<file path="src/rtl/msp430_trace_pkg.sv">
// ============================================================================
//  Module   : msp430_trace_pkg
//  Brief    : Shared constants and types for the per-core trace collector.
//  Revision : 1.0
// ============================================================================
`default_nettype none

package msp430_trace_pkg;

    localparam logic [31:0] INSN_EXIT   = 32'h15000001;
    localparam logic [31:0] INSN_REPORT = 32'h15000002;
    localparam logic [31:0] INSN_PUTC   = 32'h15000004;

    typedef enum logic [1:0] {
        ST_RUN   = 2'd0,
        ST_DRAIN = 2'd1,
        ST_DONE  = 2'd2
    } state_e;

    typedef struct packed {
        logic        valid;
        logic [31:0] pc;
        logic [31:0] insn;
        logic        wben;
        logic [4:0]  wbreg;
        logic [31:0] wbdata;
    } trace_t;

    function automatic logic [7:0] sat_inc8(input logic [7:0] v);
        return (v == 8'hFF) ? v : v + 8'd1;
    endfunction

endpackage

`default_nettype wire

</file>
<file path="src/rtl/msp430_trace_fifo.sv">
// ============================================================================
//  Module   : msp430_trace_fifo
//  Brief    : Power-of-two FIFO with zero-latency head output.
//  Revision : 1.0
// ============================================================================
`default_nettype none

module msp430_trace_fifo #(
    parameter int WIDTH = 8,
    parameter int DEPTH = 8
) (
    input  logic             clk,
    input  logic             rst_n,
    input  logic             push_i,
    input  logic [WIDTH-1:0] push_data_i,
    input  logic             pop_i,
    output logic [WIDTH-1:0] head_o,
    output logic             full_o,
    output logic             empty_o
);

    localparam int c_aw = $clog2(DEPTH);

    logic [WIDTH-1:0] mem_q [DEPTH];
    logic [c_aw:0]    wr_ptr_q, wr_ptr_d;
    logic [c_aw:0]    rd_ptr_q, rd_ptr_d;
    logic             w_push_en;
    logic             w_pop_en;

    // Pointers carry one wrap bit so full and empty are distinguishable.
    assign empty_o = (wr_ptr_q == rd_ptr_q);
    assign full_o  = (wr_ptr_q[c_aw] != rd_ptr_q[c_aw]) &&
                     (wr_ptr_q[c_aw-1:0] == rd_ptr_q[c_aw-1:0]);

    // Fullness is judged before any same-cycle pop.
    assign w_push_en = push_i & ~full_o;
    assign w_pop_en  = pop_i & ~empty_o;
    assign head_o    = mem_q[rd_ptr_q[c_aw-1:0]];

    always_comb begin
        wr_ptr_d = wr_ptr_q;
        rd_ptr_d = rd_ptr_q;
        if (w_push_en) begin
            wr_ptr_d = wr_ptr_q + 1'b1;
        end
        if (w_pop_en) begin
            rd_ptr_d = rd_ptr_q + 1'b1;
        end
    end

    always_ff @(posedge clk or negedge rst_n) begin
        if (!rst_n) begin
            wr_ptr_q <= '0;
            rd_ptr_q <= '0;
        end else begin
            wr_ptr_q <= wr_ptr_d;
            rd_ptr_q <= rd_ptr_d;
        end
    end

    always_ff @(posedge clk) begin
        if (w_push_en) begin
            mem_q[wr_ptr_q[c_aw-1:0]] <= push_data_i;
        end
    end

endmodule

`default_nettype wire

</file>
<file path="src/rtl/msp430_trace_collector.sv">
// ============================================================================
//  Module   : msp430_trace_collector
//  Brief    : Decodes special trace instructions into stdout chars, reports
//             and termination for one core.
//  Revision : 1.0
// ============================================================================
`default_nettype none

module msp430_trace_collector
    import msp430_trace_pkg::*;
#(
    parameter int ID         = 0,
    parameter int FIFO_DEPTH = 8,
    parameter int XLEN       = 32
) (
    input  logic            clk,
    input  logic            rst_n,
    input  logic            trace_valid,
    input  logic [XLEN-1:0] trace_pc,
    input  logic [XLEN-1:0] trace_insn,
    input  logic            trace_wben,
    input  logic [4:0]      trace_wbreg,
    input  logic [XLEN-1:0] trace_wbdata,
    output logic            out_valid,
    input  logic            out_ready,
    output logic [7:0]      out_data,
    output logic [15:0]     out_id,
    output logic            report_valid,
    output logic [XLEN-1:0] report_data,
    output logic            termination,
    output logic [XLEN-1:0] exit_code,
    output logic            overflow,
    output logic [7:0]      drop_count,
    output logic [31:0]     insn_count,
    output logic [31:0]     cycle_count
);

    localparam int          c_insn_w = (XLEN < 32) ? XLEN : 32;
    localparam logic [15:0] c_id     = 16'(ID);

    state_e          state_q, state_d;
    logic [XLEN-1:0] r3_q, r3_d;
    logic [XLEN-1:0] exit_code_q, exit_code_d;
    logic [XLEN-1:0] report_data_q, report_data_d;
    logic            report_valid_q, report_valid_d;
    logic            overflow_q, overflow_d;
    logic [7:0]      drop_count_q, drop_count_d;
    logic [31:0]     insn_count_q, insn_count_d;
    logic [31:0]     cycle_count_q, cycle_count_d;

    logic [31:0]     w_insn;
    logic            w_run;
    logic            w_beat;
    logic            w_putc;
    logic            w_report;
    logic            w_exit;
    logic            w_r3_wr;
    logic            w_drop;
    logic            w_fifo_pop;
    logic            w_fifo_full;
    logic            w_fifo_empty;
    logic [7:0]      w_fifo_head;
    logic            w_unused_pc;

    assign w_unused_pc = ^trace_pc;
    assign w_insn      = 32'(trace_insn[c_insn_w-1:0]);

    assign w_run    = (state_q == ST_RUN);
    assign w_beat   = trace_valid & w_run;
    assign w_putc   = w_beat & (w_insn == INSN_PUTC);
    assign w_report = w_beat & (w_insn == INSN_REPORT);
    assign w_exit   = w_beat & (w_insn == INSN_EXIT);
    assign w_drop   = w_putc & w_fifo_full;

    // r3 keeps tracking through DRAIN; decoders read only the pre-edge value.
    assign w_r3_wr  = trace_valid & trace_wben & (trace_wbreg == 5'd3) &
                      (state_q != ST_DONE);

    assign w_fifo_pop = ~w_fifo_empty & out_ready;

    msp430_trace_fifo #(
        .WIDTH (8),
        .DEPTH (FIFO_DEPTH)
    ) u_fifo (
        .clk         (clk),
        .rst_n       (rst_n),
        .push_i      (w_putc),
        .push_data_i (r3_q[7:0]),
        .pop_i       (w_fifo_pop),
        .head_o      (w_fifo_head),
        .full_o      (w_fifo_full),
        .empty_o     (w_fifo_empty)
    );

    always_comb begin
        state_d        = state_q;
        r3_d           = r3_q;
        exit_code_d    = exit_code_q;
        report_valid_d = w_report;
        report_data_d  = report_data_q;
        overflow_d     = overflow_q | w_drop;
        drop_count_d   = drop_count_q;
        insn_count_d   = insn_count_q;
        cycle_count_d  = cycle_count_q;

        case (state_q)
            ST_RUN:   if (w_exit) state_d = ST_DRAIN;
            ST_DRAIN: if (w_fifo_empty) state_d = ST_DONE;
            ST_DONE:  state_d = ST_DONE;
            default:  state_d = ST_RUN;
        endcase

        if (w_r3_wr) begin
            r3_d = trace_wbdata;
        end
        if (w_exit) begin
            exit_code_d = r3_q;
        end
        if (w_report) begin
            report_data_d = r3_q;
        end
        if (w_drop) begin
            drop_count_d = sat_inc8(drop_count_q);
        end
        if (w_beat) begin
            insn_count_d = insn_count_q + 32'd1;
        end
        // The exit cycle itself is not counted.
        if (w_run && !w_exit) begin
            cycle_count_d = cycle_count_q + 32'd1;
        end
    end

    always_ff @(posedge clk or negedge rst_n) begin
        if (!rst_n) begin
            state_q        <= ST_RUN;
            r3_q           <= '0;
            exit_code_q    <= '0;
            report_data_q  <= '0;
            report_valid_q <= 1'b0;
            overflow_q     <= 1'b0;
            drop_count_q   <= '0;
            insn_count_q   <= '0;
            cycle_count_q  <= '0;
        end else begin
            state_q        <= state_d;
            r3_q           <= r3_d;
            exit_code_q    <= exit_code_d;
            report_data_q  <= report_data_d;
            report_valid_q <= report_valid_d;
            overflow_q     <= overflow_d;
            drop_count_q   <= drop_count_d;
            insn_count_q   <= insn_count_d;
            cycle_count_q  <= cycle_count_d;
        end
    end

    // Drained is signalled as soon as DRAIN sees an empty FIFO.
    assign termination  = (state_q == ST_DONE) |
                          ((state_q == ST_DRAIN) & w_fifo_empty);
    assign out_valid    = ~w_fifo_empty;
    assign out_data     = w_fifo_head;
    assign out_id       = c_id;
    assign report_valid = report_valid_q;
    assign report_data  = report_data_q;
    assign exit_code    = exit_code_q;
    assign overflow     = overflow_q;
    assign drop_count   = drop_count_q;
    assign insn_count   = insn_count_q;
    assign cycle_count  = cycle_count_q;

endmodule

`default_nettype wire
</file>
<file path="config.mk">
export PLATFORM = sky130hd
export DESIGN_NAME = msp430_trace_collector
export DESIGN_NICKNAME = d
export VERILOG_FILES = /design/src/rtl/msp430_trace_pkg.sv /design/src/rtl/msp430_trace_fifo.sv /design/src/rtl/msp430_trace_collector.sv
export SDC_FILE = /design/constraint.sdc
export NUM_CORES = 1
export LEC_CHECK = 0
export BUFFER_PORTS_ARGS = -buffer_cell sky130_fd_sc_hd__buf_2
export CAP_MARGIN = 25
export CORE_MARGIN = 3
export CORE_UTILIZATION = 53
export DETAILED_ROUTE_END_ITERATION = 16
export GPL_TIMING_DRIVEN = 0
export PLACE_DENSITY = 0.86
export SYNTH_ARGS = -nofsm -noshare
export SYNTH_HDL_FRONTEND = slang
export SYNTH_SLANG_ARGS = --single-unit
</file>
<file path="constraint.sdc">
create_clock -name clk -period 4 [get_ports clk]
set_input_delay 0.2 -clock clk [delete_from_list [all_inputs] [get_ports clk]]
set_output_delay 0.2 -clock clk [all_outputs]
set_load 0.02 [all_outputs]
</file>
Word-level counts from Yosys, hierarchy flattened
Memory sizes are Yosys's and may differ from the RTL's. Cells that the tools add are included.

Memories: 1. Logic and storage cells: 58. Output and inout bits: 164. Input port bits: 106. RAM bits: 64. Register bits after elaboration: 180.

Eq/ne operators: 13. Bitwise gates (word level): 17. Reduce and logical (&&, ||, !) cells: 6. Multiplexer cells: 5. $add $sub $neg: 5.

Memory list: u_fifo.mem_q (depth 8, width 8, rd ports 1, clocked after Yosys merged registers in 0, write ports 1, RTL line msp430_trace_fifo.sv:24) `logic [WIDTH-1:0] mem_q [DEPTH];`.

Operator list (number): == test 32 x 29 -> 1 bit (second input constant) (3); adder 32 x 1 -> 32 bit (second input constant) (2); AND 1 bit (12); adder 4 x 1 -> 4 bit (second input constant) (2); adder 8 x 1 -> 8 bit (second input constant) (1); == test 8 bit (second input constant) (1); one-hot mux 2 bit (3 select lines) (1); == test 5 x 2 -> 1 bit (second input constant) (1); == test 4 bit (1); 2-to-1 mux 2 bit (2); != test 2 x 1 -> 1 bit (second input constant) (2); AND reduction 2 bit (2); == test 3 bit (1); inverter 1 bit (3); == test 2 x 1 -> 1 bit (second input constant) (1); == test 2 bit (second input constant) (1); logical AND 1 bit (2); zero test 2 bit (1); 2-to-1 mux 1 bit (2); != test 2 bit (second input constant) (1); bitwise OR 1 bit (2); zero test 1 bit (1); != test 1 bit (1).

Depth between registers and ports, before layout
Gate-level depths: netlist of the first run.

Word-level depth: 6. Mapped depth: 9. Mapped depth without buffers: 7.

By module
Synthesis of the first run repeated with hierarchy kept, for this count alone.

Cells, all modules: 767. Area, all modules: 10780.3 sq um.

By module, submodules not included: msp430_trace_collector (times used 1, area an instance 7686.1 sq um, sequential area each 4304.1 sq um, cells an instance 618); msp430_trace_fifo (times used 1, area an instance 3094.2 sq um, sequential area each 2122.0 sq um, cells an instance 149).

Worst setup path after synthesis of the first run
No wires, ideal clock.

Path type: register to register. From: register state_q[0]. To: memory u_fifo.mem_q[0][0] (enable). Stages on the path, launching flop included: 8. Arrival time: 2.382 ns. Slack: 1.235 ns. Path through: dfrtp_1 > inv_1 > ha_1 > nand2_1 > or4_4 > nor3_2 > nand3b_1 > nor3_1.

Longest elaborated chain between the ends: 6.

RTL lines: start: declaration (RTL line msp430_trace_collector.sv:41) `state_e state_q, state_d;`; start signal: assignment (RTL line msp430_trace_collector.sv:146) `state_q <= state_d;`; zero test 2 bit (RTL line msp430_trace_collector.sv:68) `assign w_run = (state_q == ST_RUN);`; AND 1 bit (RTL line msp430_trace_collector.sv:69) `assign w_beat = trace_valid & w_run;`; AND 1 bit (RTL line msp430_trace_collector.sv:70) `assign w_putc = w_beat & (w_insn == INSN_PUTC);`; AND 1 bit (RTL line msp430_trace_fifo.sv:36) `assign w_push_en = push_i & ~full_o;`; 2-to-1 mux 1 bit (RTL line msp430_trace_fifo.sv:62) `if (w_push_en) begin`; 2-to-1 mux 1 bit (not written as such) (RTL line msp430_trace_fifo.sv:63) `mem_q[wr_ptr_q[c_aw-1:0]] <= push_data_i;`; end: declaration (RTL line msp430_trace_fifo.sv:24).

Every way passes these cells.

Worst setup path in the final report of the first run
From: register u_fifo.rd_ptr_q[0]. To: output port out_data[5].

Longest elaborated chain between the ends: 1.

RTL lines: start: declaration (RTL line msp430_trace_fifo.sv:26) `logic [c_aw:0] rd_ptr_q, rd_ptr_d;`; start signal: assignment (RTL line msp430_trace_fifo.sv:57) `rd_ptr_q <= rd_ptr_d;`; memory (8 x 8 bit); end: declaration (RTL line msp430_trace_collector.sv:26) `output logic [7:0] out_data,`.

Every way passes these cells.

==> results of run 1 <==
[metrics by stage]
stage / setup TNS, ps / util / hold slack [ps]
after floorplan: 0 / - / -95.6
after global placement: -19200 / 0.624 / 431
after detailed placement: 0 / 0.626 / 247
after CTS: 0 / 0.684 / 23.3
after global routing: 0 / 0.685 / 32.8
final: 0 / 0.685 / 55.8
[cell usage in the layout, fill, tap and decap left out, drive strengths merged, types with 7 or more instances in the layout]
cell	instances
nor3	21
dlygate4sd3	34
xnor2	43
mux2	111
and3	12
xor2	35
nor4	13
ha	9
edfxtp	64
conb	16
nand3	29
buf	250
nand4	32
inv	7
nand2	31
mux4	16
dfrtp	180
nor2	27
clkbuf	49
[cell families after synthesis]
family	count (synthesis)	synth area share
flops	244	0.626
simple gates	197	0.111
mux	127	0.157
xor+xnor	78	0.0666
buf+inv	44	0.0253
fa+ha+maj	9	0.0110
compound gates	3	0.00171
other cells	1	0.000366
[final timing paths]
kind | from | end | slack (ps) | cells past startpoint
min in group asynchronous | rst_n | insn_count[18] | 270 | 2
hold reg to reg | cycle_count[31] | cycle_count[31] | 470 | 1
max in group asynchronous | rst_n | exit_code[15] | 2870 | 3
setup / recovery | u_fifo.rd_ptr_q[0] | out_data[5] | 930 | 5
hold / removal | trace_insn[0] | report_valid | 60 | 3
setup reg to reg | state_q[1] | u_fifo.mem_q[4][1] | 930 | 7
[worst reg2reg max path, stage by stage, from the launching register on]
cell	delay, ps
dfrtp_1	390
inv_1	110
ha_1	290
nand2_1	190
or4_4	580
nor3_2	290
nand3b_1	210
nor2_1	650
[flip-flops by register name (all words and copies together), names as in the netlist]
register	cells
insn_count	32
r3_q	32
u_fifo.wr_ptr_q	4
drop_count	8
cycle_count	32
report_data	32
u_fifo.mem_q	64
u_fifo.rd_ptr_q	4
overflow	1
exit_code	32
state_q	2
report_valid	1
[power by group through the flow]
stage	combinational, mW	sequential [mW]	clock [mW]
after detailed placement	0.537	2.85	0
after floorplan	0.283	2.87	0
final	0.564	2.81	2.16
after global routing	0.617	2.83	2.32
after global placement	0.522	2.84	0
after CTS	0.569	2.81	2.21
[layout make-up]
cell class / instances / area [um2] / share of cell area
Multi-Input combinational cell: 430 / 3630 / 0.281
Inverter: 6 / 22.5 / 0.00175
Timing Repair Buffer: 258 / 1500 / 0.116
Clock inverter: 7 / 48.8 / 0.00378
Clock buffer: 37 / 711 / 0.0551
Tap cell: 260 / 325 / 0.0252
Buffer: 38 / 236 / 0.0183
Antenna cell: 1 / 2.50 / 0.000194
Sequential cell: 244 / 6430 / 0.498
[routing by layer]
| metal | up-vias | GRT usage |
|---|---|---|
| met4 | 0 | 0.0717 |
| li1 | 3129 | - |
| met3 | 52 | 0.0472 |
| met5 | - | 0 |
| met1 | 3387 | 0.279 |
| met2 | 223 | 0.397 |
[what timing repair did]
| action | CTS | global route |
|---|---|---|
| setup buffers | 0 | 0 |
| endpoints found under the hold margin | 122 | 0 |
| gates resized for setup | 0 | 0 |
| hold buffers | 34 | 0 |
==> results by group, run 1 <==
Critical path
  • Critical path required time: between 3000 and 4000 ps
  • Top Family by Delay on Critical Path: buffers and inverters
  • CP Capture Type: output port
  • Crit Path Category: reg -> out
  • CP Cell Sequence: buf_2 -> buf_1 -> mux4_2 -> mux2_2 -> buf_2
  • Worst EP arrival: about 2900 ps
  • CP peak stage delay: approximately 630 ps
  • Crit-path max FO: 10
  • Critical Path Start Type: flip-flop
  • Worst path buffer plus inverter count: 3
  • Slowest-stage cell, CP: buf_1
  • CP dominant cell by count: buf_2

Place
  • Placed inst area: roughly 12,000 um2
  • Dpl ws: just under 700 ps
  • GP Congestion: about 0.82
  • Detail Placement HPWL: ~16 mm
  • Placed insts: 1,200
  • Buffers on Ports: 221

Synthesis
  • Synth Register Bits: between 200 and 250
  • Syn Area/Cell: between 10 and 15 um2
  • Synth cell types: 46
  • Top-count cell post-synth: dfrtp_1
  • Async set-reset flop share out of synthesis: 0.738
  • Cell area after synthesis: 10,300 um2
  • Seq/Total Area, Yosys: 0.626
  • Most area-hungry cell type in the Yosys netlist: dfrtp_1
  • Yosys warns: 0
  • Post-synthesis cell count: 703
  • Synth Flop Type: dfrtp_1
  • Synth area leaders: dfrtp_1 44%, edfxtp_1 19%, mux2_2 8.7%
  • Top cells by count, synth: 180 x dfrtp_1, 79 x mux2_2, 64 x edfxtp_1, 43 x xnor2_1, 35 x xor2_1
  • Top cell type's share of synthesized area: 0.439
  • Post-synth EDFFs: between 60 and 70

Layout
  • Post-Layout Cell Count: between 1,000 and 1,500
  • Cell area after layout: ~13,000 um2
  • Layout cell share with drive strength beyond 1: 0.384
  • NumNets Final: between 1,000 and 1,500
  • Synthesis-to-finish area growth: 25.8%
  • Fillers: 1,298

Power
  • Sw frac: 0.247
  • Final Power: approximately 5.5 mW
  • Combinational share of power: 0.102
  • VDD IR-drop max: roughly 360 uV
  • Clock power share: 0.390
  • Sequential share of power: 0.508
  • Internal cell power: approximately 4.2 mW
  • PD cells: about 430 nW/um2
  • Lkg Pwr: around 6.1 nW
  • Net Switching: 1.36 mW

Die
  • Row count: 50
  • Die Ht: approximately 150 um
  • Starting density of the core: 0.545
  • Horiz. Die Dim: ~150 um
  • Die footprint: 21,100 um2
  • Top Ports: 270
  • Core footprint: around 19,000 um2

Timing
  • Highest Clock Rate: between 300 and 400 MHz
  • Slew at the pin closest to its max-slew limit: approximately 860 ps
  • Final Slew Violations: 0
  • RSZ-0062 raised after global routing: no
  • Max-slew headroom: 0.425
  • Min Tclk post-route: 3070 ps
  • Final Skew: between 10 and 15 ps
  • Setup-failing EPs final: 0
  • Final Hold Viols: 0
  • Period utilization: 0.767
  • Final setup margin: about 930 ps

Global route
  • Largest net degree at the start of global routing: just over 90
  • Remaining global-route overflow: 0
  • Total GRT Usage: 0.225
  • Vias in the first global route: 7,274
  • First-pass GRT wire length: 39.1 mm
  • Antenna violations before repair: 1

Routing
  • Via-to-Cell Ratio: 5.30
  • Met1 WL: between 9 and 10 mm
  • DR pass1 iterations: 5
  • Residual DRC: 0
  • Final ANT Viol Nets: 0
  • Drt wl/cell: about 19 um
  • Met2 wire len: 12.4 mm
  • Post-Route WL: 23.9 mm
  • Initial DRC count: ~430
  • Max Used Layer: met4
  • Metal3 WL: around 1.4 mm
  • Via Count: 6,791

Job
  • Max-Cap Viols: 0

CTS
  • CTS Sinks: roughly 240
  • CTS tree: yes
  • CTS root buf: clkbuf_16
  • Clock buffer count from CTS: 25
  • Clock Tree Buf Depth: 3
  • Worst-Skew Late Latency: 520 ps
  • Worst-path clk slew: approximately 60 ps
  • H-tree depth: 1

Run status
  • Status: complete, no violations

Hold path
  • HP Class: in -> reg
(Power assumes the default switching activity.)
==> inputs of run 2 (changes only) <==
CORE_UTILIZATION = 48   (was 53)
PLACE_DENSITY = 0.83   (was 0.86)
clock period = 2.8 ns   (was 4 ns; I/O delays follow)
==> run 2 against run 1 <==
Effect of this change: sequential cell count did not move; via count rose by 2.4%; first-iteration DRC count fell by 27%; clock-buffer cell count fell by 5; cell area rose by 2.1%; highest routed layer unchanged.
==> results by group, run 2 (synthesis results as in run 1) <==
Critical path
  • CP peak stage delay: 470 ps (-160 ps)
  • CP dominant cell by count: nor3_4
  • Crit-path max FO: 7 (-3)
  • CP Capture Type: flip-flop
  • Top Family by Delay on Critical Path: simple AND/OR/NAND/NOR gates
  • Worst path buffer plus inverter count: 2 (-1)
  • Critical Path Start Type: flip-flop
  • Critical path required time: 3040 ps (-760 ps)
  • CP Cell Sequence: inv_2 -> ha_4 -> nand2_2 -> or4_4 -> nor3_4 -> nand3b_1 -> nor3_4 -> buf_6
  • R2R setup slack: 170 ps (-760 ps)
  • Crit Path Category: reg -> reg
  • Worst EP arrival: 2870 ps (about the same)
  • Slowest-stage cell, CP: or4_4

Power
  • Final Power: 8.11 mW (+47%)
  • Sw frac: 0.249 (+0.00214)
  • Lkg Pwr: 6.17 nW (+1.8%)
  • Net Switching: 2.02 mW (+48%)
  • Sequential share of power: 0.494 (-0.014)
  • Internal cell power: 6.09 mW (+46%)
  • Combinational share of power: 0.100 (-0.002)
  • PD cells: 615 nW/um2 (+44%)
  • Clock power share: 0.406 (+0.016)
  • VDD IR-drop max: 549 uV (+54%)

Die
  • Top Ports: 270 (unchanged)
  • Die footprint: 23,200 um2 (+10%)
  • Horiz. Die Dim: 152 um (+4.9%)
  • Starting density of the core: 0.497 (-0.0474)
  • Core footprint: 20,600 um2 (+9.5%)
  • Die Ht: 152 um (+4.9%)
  • Row count: 52 (+4.0%)

Layout
  • Synthesis-to-finish area growth: 28.4%
  • Commonest non-fill, non-tap cell in the layout: buf_2
  • NumNets Final: 1,126 (+0.72%)
  • Max reg flops: 64 (unchanged)
  • Highest-count cells in the layout ignoring fill and taps: 226 x buf_2, 180 x dfrtp_1, 79 x mux2_2, 64 x edfxtp_1, 43 x xnor2_1
  • Layout cell share with drive strength beyond 1: 0.408 (+0.0240)
  • Cell area after layout: 13,200 um2 (+2.1%)
  • Final core occ: 0.639 (-0.0463)

CTS
  • CTS Sinks: 244 (unchanged)
  • H-tree depth: 1 (unchanged)
  • Clock Tree Buf Depth: 3 (unchanged)
  • Worst-Skew Late Latency: 530 ps (about the same)
  • Clock buffer count from CTS: 26 (+4.0%)
  • CTS tree: yes
  • CTS root buf: clkbuf_16
  • Worst-path clk slew: 60 ps (about the same)

Routing
  • Residual DRC: 0 (unchanged)
  • Via Count: 6,954 (+2.4%)
  • Final ANT Viol Nets: 0 (unchanged)
  • Drt wl/cell: 19.3 um (+3.5%)
  • Via-to-Cell Ratio: 5.34 (+0.67%)
  • DR pass1 iterations: 5 (unchanged)
  • Post-Route WL: 25.2 mm (+5.3%)
  • Initial DRC count: 309 (-27%)

Timing
  • Final Skew: 16.2 ps (+4.66 ps)
  • Min Tclk post-route: 2630 ps
  • Max-slew headroom: 0.318 (-0.107)
  • Final Slew Violations: 0 (unchanged)
  • Final setup margin: 168 ps (-764 ps)
  • RSZ-0062 raised after global routing: no
  • Period utilization: 0.940
  • Setup TNS: 0 ps (unchanged)
  • Slew at the pin closest to its max-slew limit: 1010 ps (+159 ps)
  • Highest Clock Rate: around 380 MHz
  • Final Hold Viols: 0 (unchanged)
  • Setup-failing EPs final: 0 (unchanged)

Place
  • GP Congestion: 0.817 (-0.11%)
  • Buffers on Ports: 221 (unchanged)
  • Placed inst area: 11,800 um2 (+0.15%)
  • Dpl ws: -489 ps (-1170 ps)
  • Detail Placement HPWL: 17.2 mm (+6.9%)

Hold path
  • HP Class: in -> reg

Job
  • Max-Cap Viols: 0 (unchanged)

Global route
  • Total GRT Usage: 0.213 (-0.0118)
  • Vias in the first global route: 7,372 (+1.3%)
  • Antenna violations before repair: 2 (+1)
  • First-pass GRT wire length: 40.2 mm (+2.8%)
  • Largest net degree at the start of global routing: 107 (+16%)
  • Remaining global-route overflow: 0 (unchanged)

Run status
  • Status: complete, no violations
==> run 2: cell types whose count changed in the layout (fill, tap and decap cells not counted), moves of 3 or more <==
| cell | previous run | this run |
|---|---|---|
| nor2_1 | 27 | 21 |
| nor2_4 | 0 | 5 |
| clkbuf_1 | 18 | 10 |
| nor3_4 | 0 | 3 |
| clkinv_1 | 1 | 5 |
| buf_4 | 17 | 22 |
==> run 2: per-layer routing <==
metal / GRT usage / wire [um] / up-vias
li1: - / - / 3145
met1: 0.265 / 9970 / 3510
met2: 0.376 / 13000 / 249
met3: 0.0477 / 1540 / 50
met4: 0.0625 / 688 / 0
met5: 0 / 0 / -
==> run 2: worst paths after layout <==
kind / cells past startpoint / from / end
setup / recovery: 8 / state_q[0] / u_fifo.mem_q[0][6]
hold / removal: 3 / trace_insn[2] / report_valid
setup reg to reg: 8 / state_q[0] / u_fifo.mem_q[0][6]
hold reg to reg: 1 / cycle_count[31] / cycle_count[31]
max in group asynchronous: 3 / rst_n / r3_q[23]
min in group asynchronous: 2 / rst_n / insn_count[19]
==> run 2: worst register-to-register path: cells and delay by family, from the launching register on <==
family / cells / cell delay, ps
and+or+nand+nor: 5 / 1470
DFF: 1 / 400
adders and majority gates: 1 / 190
buffers and inverters: 2 / 290
==> run 2: metrics by stage <==
step | cells | hold slack, ps
finish | 1303 | 36.3
global route | 1303 | 38.6
CTS | 1296 | 23.7
detailed placement | 1211 | 142
global placement | 1209 | 372
floorplan | 718 | -156
==> run 2: timing repair <==
action | CTS | global route
buffers inserted | 3 | 5
setup endpoints to repair | 84 | 65
resized for setup | 18 | 12
pin swaps | 1 | 7
hold buffers | 35 | 0
hold endpoints to repair | 109 | 0
==> run 2: final cells by class <==
type	count	area, um2
Tap cell	270	338
Fill cell	1510	7450
Inverter	6	22.5
Buffer	37	235
Antenna cell	2	5.00
Sequential cell	244	6430
Timing Repair Buffer	266	1590
Multi-Input combinational cell	430	3720
Clock inverter	16	116
Clock buffer	32	713
==> run 2: power groups by stage <==
stage | clock network [mW] | registers (mW) | logic [mW]
3_3_place_gp | 0 | 4.05 | 0.755
4_1_cts | 3.37 | 4.00 | 0.820
6_report | 3.29 | 4.01 | 0.811
2_1_floorplan | 0 | 4.10 | 0.404
5_1_grt | 3.53 | 4.03 | 0.889
3_5_place_dp | 0 | 4.07 | 0.781
